$ cat config.mk
export PLATFORM = sky130hd
export DESIGN_NAME = vec_sweep_seq
export DESIGN_NICKNAME = d
export VERILOG_FILES = /design/src/rtl/vec_sweep_pkg.sv /design/src/rtl/vec_sweep_seq.sv
export SDC_FILE = /design/constraint.sdc
export NUM_CORES = 1
export LEC_CHECK = 0
export BUFFER_PORTS_ARGS = -buffer_cell sky130_fd_sc_hd__buf_2
export CORE_MARGIN = 1
export CORE_UTILIZATION = 34
export CTS_BUF_LIST = sky130_fd_sc_hd__clkbuf_16
export DETAILED_ROUTE_END_ITERATION = 8
export PLACE_DENSITY = 0.64
export SYNTH_ARGS = -nofsm -noshare
export SYNTH_HDL_FRONTEND = slang
export SYNTH_SLANG_ARGS = --single-unit
$ cat constraint.sdc
create_clock -name clk -period 2.5 [get_ports clk]
set_input_delay 0.5 -clock clk [delete_from_list [all_inputs] [get_ports clk]]
set_output_delay 0.5 -clock clk [all_outputs]
set_load 0.005 [all_outputs]
$ cat src/rtl/vec_sweep_pkg.sv
// Purpose: shared types, constants and golden model for the vector sweep sequencer.
// Latency: n/a (declarations only).
// Backpressure: n/a.
package vec_sweep_pkg;

    typedef enum logic [1:0] {
        IDLE  = 2'd0,
        DRIVE = 2'd1,
        FIN   = 2'd2
    } state_t;

    localparam int NUM_VEC = 8;

    // Golden {D,E} of the minimized stage for vector idx = {a,b,c}.
    function automatic logic [1:0] exp_de(input logic [2:0] idx);
        logic a;
        logic b;
        logic c;
        {a, b, c} = idx;
        return {(a & b) | ~c, ~c};
    endfunction

endpackage

$ cat src/rtl/vec_sweep_seq.sv
// Purpose: drives all eight {a,b,c} vectors into the gate stage, captures D/E, counts mismatches.
// Latency: busy for 8*HOLD_CYCLES cycles after start, done pulses one cycle later.
// Backpressure: none; start is only sampled in IDLE and is dropped otherwise.
module vec_sweep_seq
    import vec_sweep_pkg::*;
#(
    parameter int HOLD_CYCLES = 2
) (
    input  logic        clk,
    input  logic        rst_n,
    input  logic        start,
    output logic        busy,
    output logic        done,
    output logic        a,
    output logic        b,
    output logic        c,
    input  logic        d_in,
    input  logic        e_in,
    output logic [15:0] truth,
    output logic [3:0]  mismatch_cnt
);

    localparam int HW = $clog2(HOLD_CYCLES + 1);
    localparam logic [HW-1:0] HOLD_LD = HW'(HOLD_CYCLES - 1);
    localparam logic [2:0]    LAST_IDX = 3'(NUM_VEC - 1);

    state_t         r_state;
    logic [2:0]     r_idx;
    logic [HW-1:0]  r_hold;
    logic           r_busy;
    logic           r_done;
    logic [15:0]    r_truth;
    logic [3:0]     r_mcnt;

    logic [1:0]     w_obs;
    logic           w_miss;
    logic           w_sample;

    // The stage output is valid in the same cycle the vector is presented.
    assign w_obs    = {d_in, e_in};
    assign w_miss   = (w_obs != exp_de(r_idx));
    assign w_sample = (r_hold == '0);

    // Sequencer: state, vector index, hold timer and result capture in one register block.
    always_ff @(posedge clk or negedge rst_n) begin
        if (!rst_n) begin
            r_state <= IDLE;
            r_idx   <= 3'd0;
            r_hold  <= '0;
            r_busy  <= 1'b0;
            r_done  <= 1'b0;
            r_truth <= 16'h0000;
            r_mcnt  <= 4'd0;
        end else begin
            case (r_state)
                IDLE: begin
                    r_done <= 1'b0;
                    if (start) begin
                        r_state <= DRIVE;
                        r_idx   <= 3'd0;
                        r_hold  <= HOLD_LD;
                        r_busy  <= 1'b1;
                        r_truth <= 16'h0000;
                        r_mcnt  <= 4'd0;
                    end
                end
                DRIVE: begin
                    if (w_sample) begin
                        r_truth[{r_idx, 1'b0} +: 2] <= w_obs;
                        if (w_miss) begin
                            r_mcnt <= r_mcnt + 4'd1;
                        end
                        if (r_idx == LAST_IDX) begin
                            // Vector lines return to 000 while done is shown.
                            r_state <= FIN;
                            r_idx   <= 3'd0;
                            r_busy  <= 1'b0;
                            r_done  <= 1'b1;
                        end else begin
                            r_idx  <= r_idx + 3'd1;
                            r_hold <= HOLD_LD;
                        end
                    end else begin
                        r_hold <= r_hold - {{(HW-1){1'b0}}, 1'b1};
                    end
                end
                FIN: begin
                    r_state <= IDLE;
                    r_done  <= 1'b0;
                end
                default: begin
                    r_state <= IDLE;
                    r_idx   <= 3'd0;
                    r_busy  <= 1'b0;
                    r_done  <= 1'b0;
                end
            endcase
        end
    end

    assign busy         = r_busy;
    assign done         = r_done;
    assign {a, b, c}    = r_idx;
    assign truth        = r_truth;
    assign mismatch_cnt = r_mcnt;

endmodule

==> run metrics, run 1 <==
outcome=finished clean; IO Port Bufs=29; leakage=between 0.8 and 0.9 nW; M1 wire length=approximately 1.5 mm; post-synthesis mux area share=0%; Hold Slack=0.246 ns; Primary FF master, synth=dfrtp_1; CTS tree=done; gr ovfl total=0; register area=726 µm²; aggregate global-route resource usage=16.3%; io pins=30; Post-route DRC=0; setup_tns=0 ns; Routed WL=~3.3 mm; worst-skew pair later-pin latency=approximately 0.27 ns; clk root buf=clkbuf_16; Worst Tran Pin Value=0.634 ns; type of origin of the critical path=flip-flop; WL per Instance=around 14 µm; Clock Skews=between 0.003 and 0.004 ns; clock sink count=29; WS Path Type=flip-flop to flip-flop; Resized Gates After CTS=0; Syn. warnings=0; Critical Path Fanout Max=8; Die Wd=about 68 µm; vias in the first global route=about 1100; Adder-Cell Fraction of Synth Area=between 5 and 6%; uppermost layer routed=met4; max_slew headroom=between 50% and 60%; Req. time, crit path=2.66 ns; XOR/XNOR Fraction of Synth Area=0%; H-tree depth=2; RD Place Congestion=around 0.80; global-route wire length before repair=5.21 mm; vias=1207; Setup WS post-layout=approximately 0.39 ns; fmax=0.473 GHz; DP Worst Slack=between 0.3 and 0.4 ns; CTS Hold Bufs=0; placed cells=about 230; initial core utilization=36.0%; largest family of logic cells by synthesized area=compound AO/OA/AOI/OAI gates; R2R depth=7; class of the worst hold path=primary input to asynchronous set/reset pin; hpwl dp=about 2.4 mm; final hold vios=0; Critical Path AT=2.28 ns; asr flop ratio synth=100%; sequential area share after synthesis=roughly 50%; Tmin final=2.11 ns; clock-pin slew on the worst setup and hold paths=roughly 0.050 ns; fillers=around 400; clock buffers created by TritonCTS=5; Cell Rows=23; Post-synth EDFFs=0; Final Non-Filler Cells=235; Pwr Density=about 1400 nW/µm²; post-synthesis simple-gate area fraction=between 10% and 20%; Util after Layout=between 40 and 50%; Post-DRT Antenna Nets=0; ANT cells=0; Peak VDD IR=just over 600 µV; Setup violations, final=0; Final Slew Violations=0; post-synthesis cell area=between 1000 and 1500 µm²; met3 WL=between 150 and 200 µm; max cap viols=0; CP endpoint kind=flip-flop; Synth Area in Compound Gates=20.7%; Die ar.=roughly 4600 µm²; Layout area overhead=22.9%; Yosys cell types=36; Die Y-Extent=67.6 µm; Final #Nets=~200; flops & latches, synth=29; routed vias/inst=about 5.1; clk buf depth=2; final period utilization=a little over four fifths; Net Count, Synth=between 150 and 200; syn_area_per_cell=9.61 µm²; largest net degree at the start of global routing=30; initial antenna violation count=0; RSZ-0062 raised after global routing=false; share of cells above drive strength 1=about 22%; postcts setup bufs=0; core region area=between 4000 and 5000 µm²; Post-Synthesis Cells=152; 1st-iter DRT viols=46; DR WL met2=1.53 mm; drt pass-1 iters=4; multi-input logic area=~650 µm²
-- cell usage in the layout (no fill, tap or decap), types with 3 or more instances in the layout --
cell,n
nand3_1,6
nand2_1,11
o22ai_1,8
nand2b_1,3
buf_2,29
o21ai_0,7
clkbuf_16,5
a22o_1,6
a21oi_1,8
nor2_1,11
dfrtp_1,29
ha_1,6
nor2b_1,6
o2bb2ai_1,3
inv_1,16
-- layer usage --
metal / GRT usage, % / vias up
met1: 21.3 / 564
met4: 7.71 / 0
met5: 0 / -
li1: - / 605
met3: 6.08 / 6
met2: 23.4 / 32
-- synthesized netlist by cell type (all sizes together), types with 2 or more instances --
| cell type | number | area share (%) |
|---|---|---|
| dfrtp | 29 | 50 |
| inv | 15 | 3.9 |
| nand2 | 11 | 2.8 |
| nor2 | 11 | 2.8 |
| a21oi | 8 | 2.7 |
| o21ai | 8 | 3.0 |
| o22ai | 8 | 3.4 |
| a22o | 6 | 3.6 |
| ha | 6 | 5.1 |
| nand3 | 6 | 2.1 |
| nor2b | 6 | 2.6 |
| clkbuf | 4 | 1.0 |
| nand2b | 3 | 1.3 |
| o2bb2ai | 3 | 1.8 |
| a21boi | 2 | 1.0 |
| a21o | 2 | 1.0 |
| a32o | 2 | 1.4 |
| buf | 2 | 0.86 |
| nand4 | 2 | 0.86 |
| nor3 | 2 | 0.68 |
| o211ai | 2 | 1.0 |
| or4 | 2 | 1.0 |
-- worst paths after layout --
check	from	end	slack, ns
min in group clk	truth[3]	truth[3]	0.49
min	rst_n	done	0.25
max reg2reg	r_idx[0]	truth[6]	0.39
max in group asynchronous	rst_n	mismatch_cnt[0]	1.83
max	r_idx[0]	truth[6]	0.39
min reg2reg	truth[3]	truth[3]	0.49
-- layout make-up --
type | instances | area share (%)
repair buffers | 31 | 8.92
well taps | 50 | 3.48
clock inverters | 3 | 0.767
clock buffers | 5 | 6.97
inverters | 15 | 3.14
flip-flops and latches | 29 | 40.4
multi-input cells | 102 | 36.3
-- stage by stage --
stage | instance area [µm²] | power (mW)
after floorplan | 1460 | 1.56
after global placement | 1660 | 1.93
after detailed placement | 1660 | 1.94
after CTS | 1800 | 2.51
after global routing | 1800 | 2.71
final | 1800 | 2.48
-- state kept, by name (all words and copies together) (netlist names) --
| name | count |
|---|---|
| r_hold | 2 |
| truth | 16 |
| done | 1 |
| busy | 1 |
| r_state | 2 |
| mismatch_cnt | 4 |
| r_idx | 3 |
-- where the power goes --
group          internal (mW)  total, mW  leakage (nW)  switching (mW)
Combinational          0.481       1.10         0.433           0.623
Sequential             0.660      0.824         0.373           0.163
Clock                  0.359      0.552        0.0748           0.193
-- worst max-delay path: stages, from the launching register on --
cell and delay, ns:
dfrtp_1 0.45, inv_1 0.11, ha_1 0.21, ha_1 0.43, nor2b_1 0.31, nor2b_1 0.16, o21ai_0 0.12, a22o_1 0.21
-- cell families (layout without fill, tap and decap cells) --
kind of cell	after synthesis	in the layout
buffers and inverters	21	54
flip-flops	29	29
AO/OA/AOI/OAI	44	44
AND/OR/NAND/NOR	52	52
adder cells (fa/ha/maj)	6	6
(Power assumes the default switching activity.)
==> run 2: changes to the inputs <==
ABC_AREA = 1   (was unset)
PLACE_DENSITY = 0.65   (was 0.64)
clock period = 1.75 ns   (was 2.5 ns; I/O delays follow)
==> run 2 against run 1 <==
Net effect:
- combinational power rose by 94%
- sequential share of layout area fell by 2.8 points
- hold slack got worse by 0.15 ns
- core utilization fell by 0.24 points
==> run metrics, run 2 <==
Die ar.=4850 µm² (+6.2%); Area contributors post-synth=dfrtp_1 47%, nand2_1 18%, nand3_1 5.8%; WS Path Type=flip-flop to flip-flop; Clock Skews=0.00580 ns (+0.00189 ns); Primary FF master, synth=dfrtp_1; post-synthesis simple-gate area fraction=36.0% (+17 points); vias=1356 (+12%); global-route wire length before repair=5.52 mm (+6.0%); Setup WS post-layout=0.161 ns (-0.226 ns); clk buf depth=2 (unchanged); io pins=30 (unchanged); Post-route DRC=0 (unchanged); Clk pwr share=19.6% (-2.7 points); Cell Rows=24 (+4.3%); top post-synthesis cells by count=75 x nand2_1, 29 x dfrtp_1, 18 x nand3_1; top-area cell type share of the netlist area=46.7% (-3.0 points); Die Wd=69.6 µm (+3.1%); Routed WL=3.15 mm (-3.3%); post-synthesis mux area share=0% (unchanged); Peak VDD IR=816 µV (+34%); Final #Nets=245 (+26%); largest net degree at the start of global routing=30 (unchanged); Tmin final=1.59 ns (-0.524 ns); class of the worst hold path=primary input to asynchronous set/reset pin; Placed Instance Area=1790 µm² (+7.9%); clk root buf=clkbuf_16; postcts setup bufs=0 (unchanged); RD Place Congestion=0.871 (+8.2%); max cap viols=0 (unchanged); Synth Area in Compound Gates=5.95% (-15 points); Post-DRT Antenna Nets=0 (unchanged); post-synthesis cell area=1560 µm² (+6.4%); most common cell after layout, fill and taps aside=nand2_1; 1st-iter DRT viols=41 (-11%); internal power=2.25 mW (+50%); Hold Slack=0.0917 ns (-0.154 ns); Comb pwr share=53.0% (+8.5 points); Post-synth EDFFs=0 (unchanged); Req. time, crit path=1.91 ns (-0.75 ns); sequential area share after synthesis=46.7% (-3.0 points); final hold vios=0 (unchanged); leakage=1.09 nW (+24%); WL per Instance=11.0 µm (-21%); asr flop ratio synth=100% (unchanged); Post-Synthesis Cells=195 (+28%); core region area=4380 µm² (+8.0%); Yosys cell types=23 (-36%); worst-skew pair later-pin latency=0.27 ns (about the same); max reg flops=16 (unchanged); setup_tns=0 ns (unchanged); clock buffers created by TritonCTS=5 (unchanged); largest family of logic cells by synthesized area=simple AND/OR/NAND/NOR gates; Net Count, Synth=206 (+26%); initial core utilization=35.5% (-0.54 points); Sw Share=43.9% (+4.4 points); gr ovfl total=0 (unchanged); outcome=finished clean; syn_area_per_cell=7.98 µm² (-17%); IO Port Bufs=29 (unchanged); Util after Layout=44.0% (-0.24 points); Critical Path Fanout Max=6 (-2); aggregate global-route resource usage=14.7% (-1.6 points); ANT cells=0 (unchanged); Adder-Cell Fraction of Synth Area=4.83% (-0.31 points); initial antenna violation count=0 (unchanged); RSZ-0062 raised after global routing=false; CTS tree=done; Setup violations, final=0 (unchanged); Pwr Density=2080 nW/µm² (+50%); XOR/XNOR Fraction of Synth Area=0.563% (+0.56 points); Critical Path AT=1.75 ns (-0.53 ns); most common cell in the netlist=nand2_1; share of cells above drive strength 1=26.0% (+4.3 points); commonest non-fill, non-tap cells in the layout=75 x nand2_1, 29 x dfrtp_1, 29 x buf_2; Die Y-Extent=69.6 µm (+3.1%); final period utilization=90.8% (+6.3 points); clock-pin slew on the worst setup and hold paths=0.05 ns (about the same); H-tree depth=2 (unchanged); fmax=0.629 GHz (+33%); Worst Tran Pin Value=0.624 ns (-0.00949 ns); Layout area overhead=24.1%; max_slew headroom=58.4% (+0.63 points); DP Worst Slack=0.129 ns (-0.251 ns); vias in the first global route=1290 (+19%); CP endpoint kind=flip-flop; flops & latches, synth=29 (unchanged); hpwl dp=2.34 mm (-0.43%); Sequential Power Share=27.4% (-5.8 points); clock sink count=29 (unchanged); Syn. warnings=0 (unchanged); Final Slew Violations=0 (unchanged); routed vias/inst=4.72 (-8.0%); NetSw=1.76 mW (+79%); fin area=1930 µm² (+7.5%); drt pass-1 iters=5 (+1); dominant cell type by area after synthesis=dfrtp_1; type of origin of the critical path=flip-flop
run 2: cell families (layout without fill, tap and decap cells):
kind of cell | after synthesis | count (layout)
AND/OR/NAND/NOR | 124 | 124
flip-flops | 29 | 29
buffers and inverters | 21 | 61
AO/OA/AOI/OAI | 14 | 14
adder cells (fa/ha/maj) | 6 | 6
XOR/XNOR | 1 | 1
run 2: worst paths after layout:
kind,slack [ns],endpoint,cells after the start,from
worst max-delay path,0.16,truth[1],9,r_idx[0]
worst min-delay path,0.09,busy,1,rst_n
worst max register to register,0.16,truth[1],9,r_idx[0]
worst min register to register,0.47,truth[7],2,truth[7]
max in group asynchronous,1.25,truth[8],1,rst_n
min in group clk,0.39,busy,3,start
run 2: final cells by class:
cell class,instances,area [µm²]
repair buffers,35,190
inverters,18,70.1
clock inverters,3,12.5
well taps,52,65.1
multi-input cells,145,741
fillers,466,2450
flip-flops and latches,29,726
clock buffers,5,125
run 2: critical path, cell delays in order (launching register included):
cell and delay (ns):
dfrtp_1 0.38, inv_2 0.11, ha_1 0.19, ha_1 0.25, inv_1 0.11, nand3_1 0.09
nor2_2 0.17, o21ai_2 0.07, nand2_1 0.05, nand2_1 0.05
run 2: metal layers:
layer / share of wire (%) / track usage (%)
met5: 0 / 0
met4: 2.3 / 8.00
met3: 5.3 / 4.65
met2: 46 / 23.2
met1: 47 / 17.7
run 2: per-stage QoR:
stage               instances  power, mW
finish                    287       4.01
global route              287       4.41
CTS                       287       4.04
detailed placement        279       3.23
global placement          279       3.19
floorplan                 195       2.63
run 2: timing repair:
action / in CTS / in global routing
endpoints found under the setup margin: 0 / 3
hold buffers: 0 / 0
resized for setup: 0 / 2
hold endpoints to repair: 0 / 0
run 2: power by group through the flow:
stage	Clock [mW]	Sequential, mW	Combinational, mW
final	0.787	1.10	2.13
after global routing	0.837	1.13	2.44
after CTS	0.805	1.10	2.13
after detailed placement	0	1.11	2.12
after global placement	0	1.11	2.09
after floorplan	0	1.14	1.49
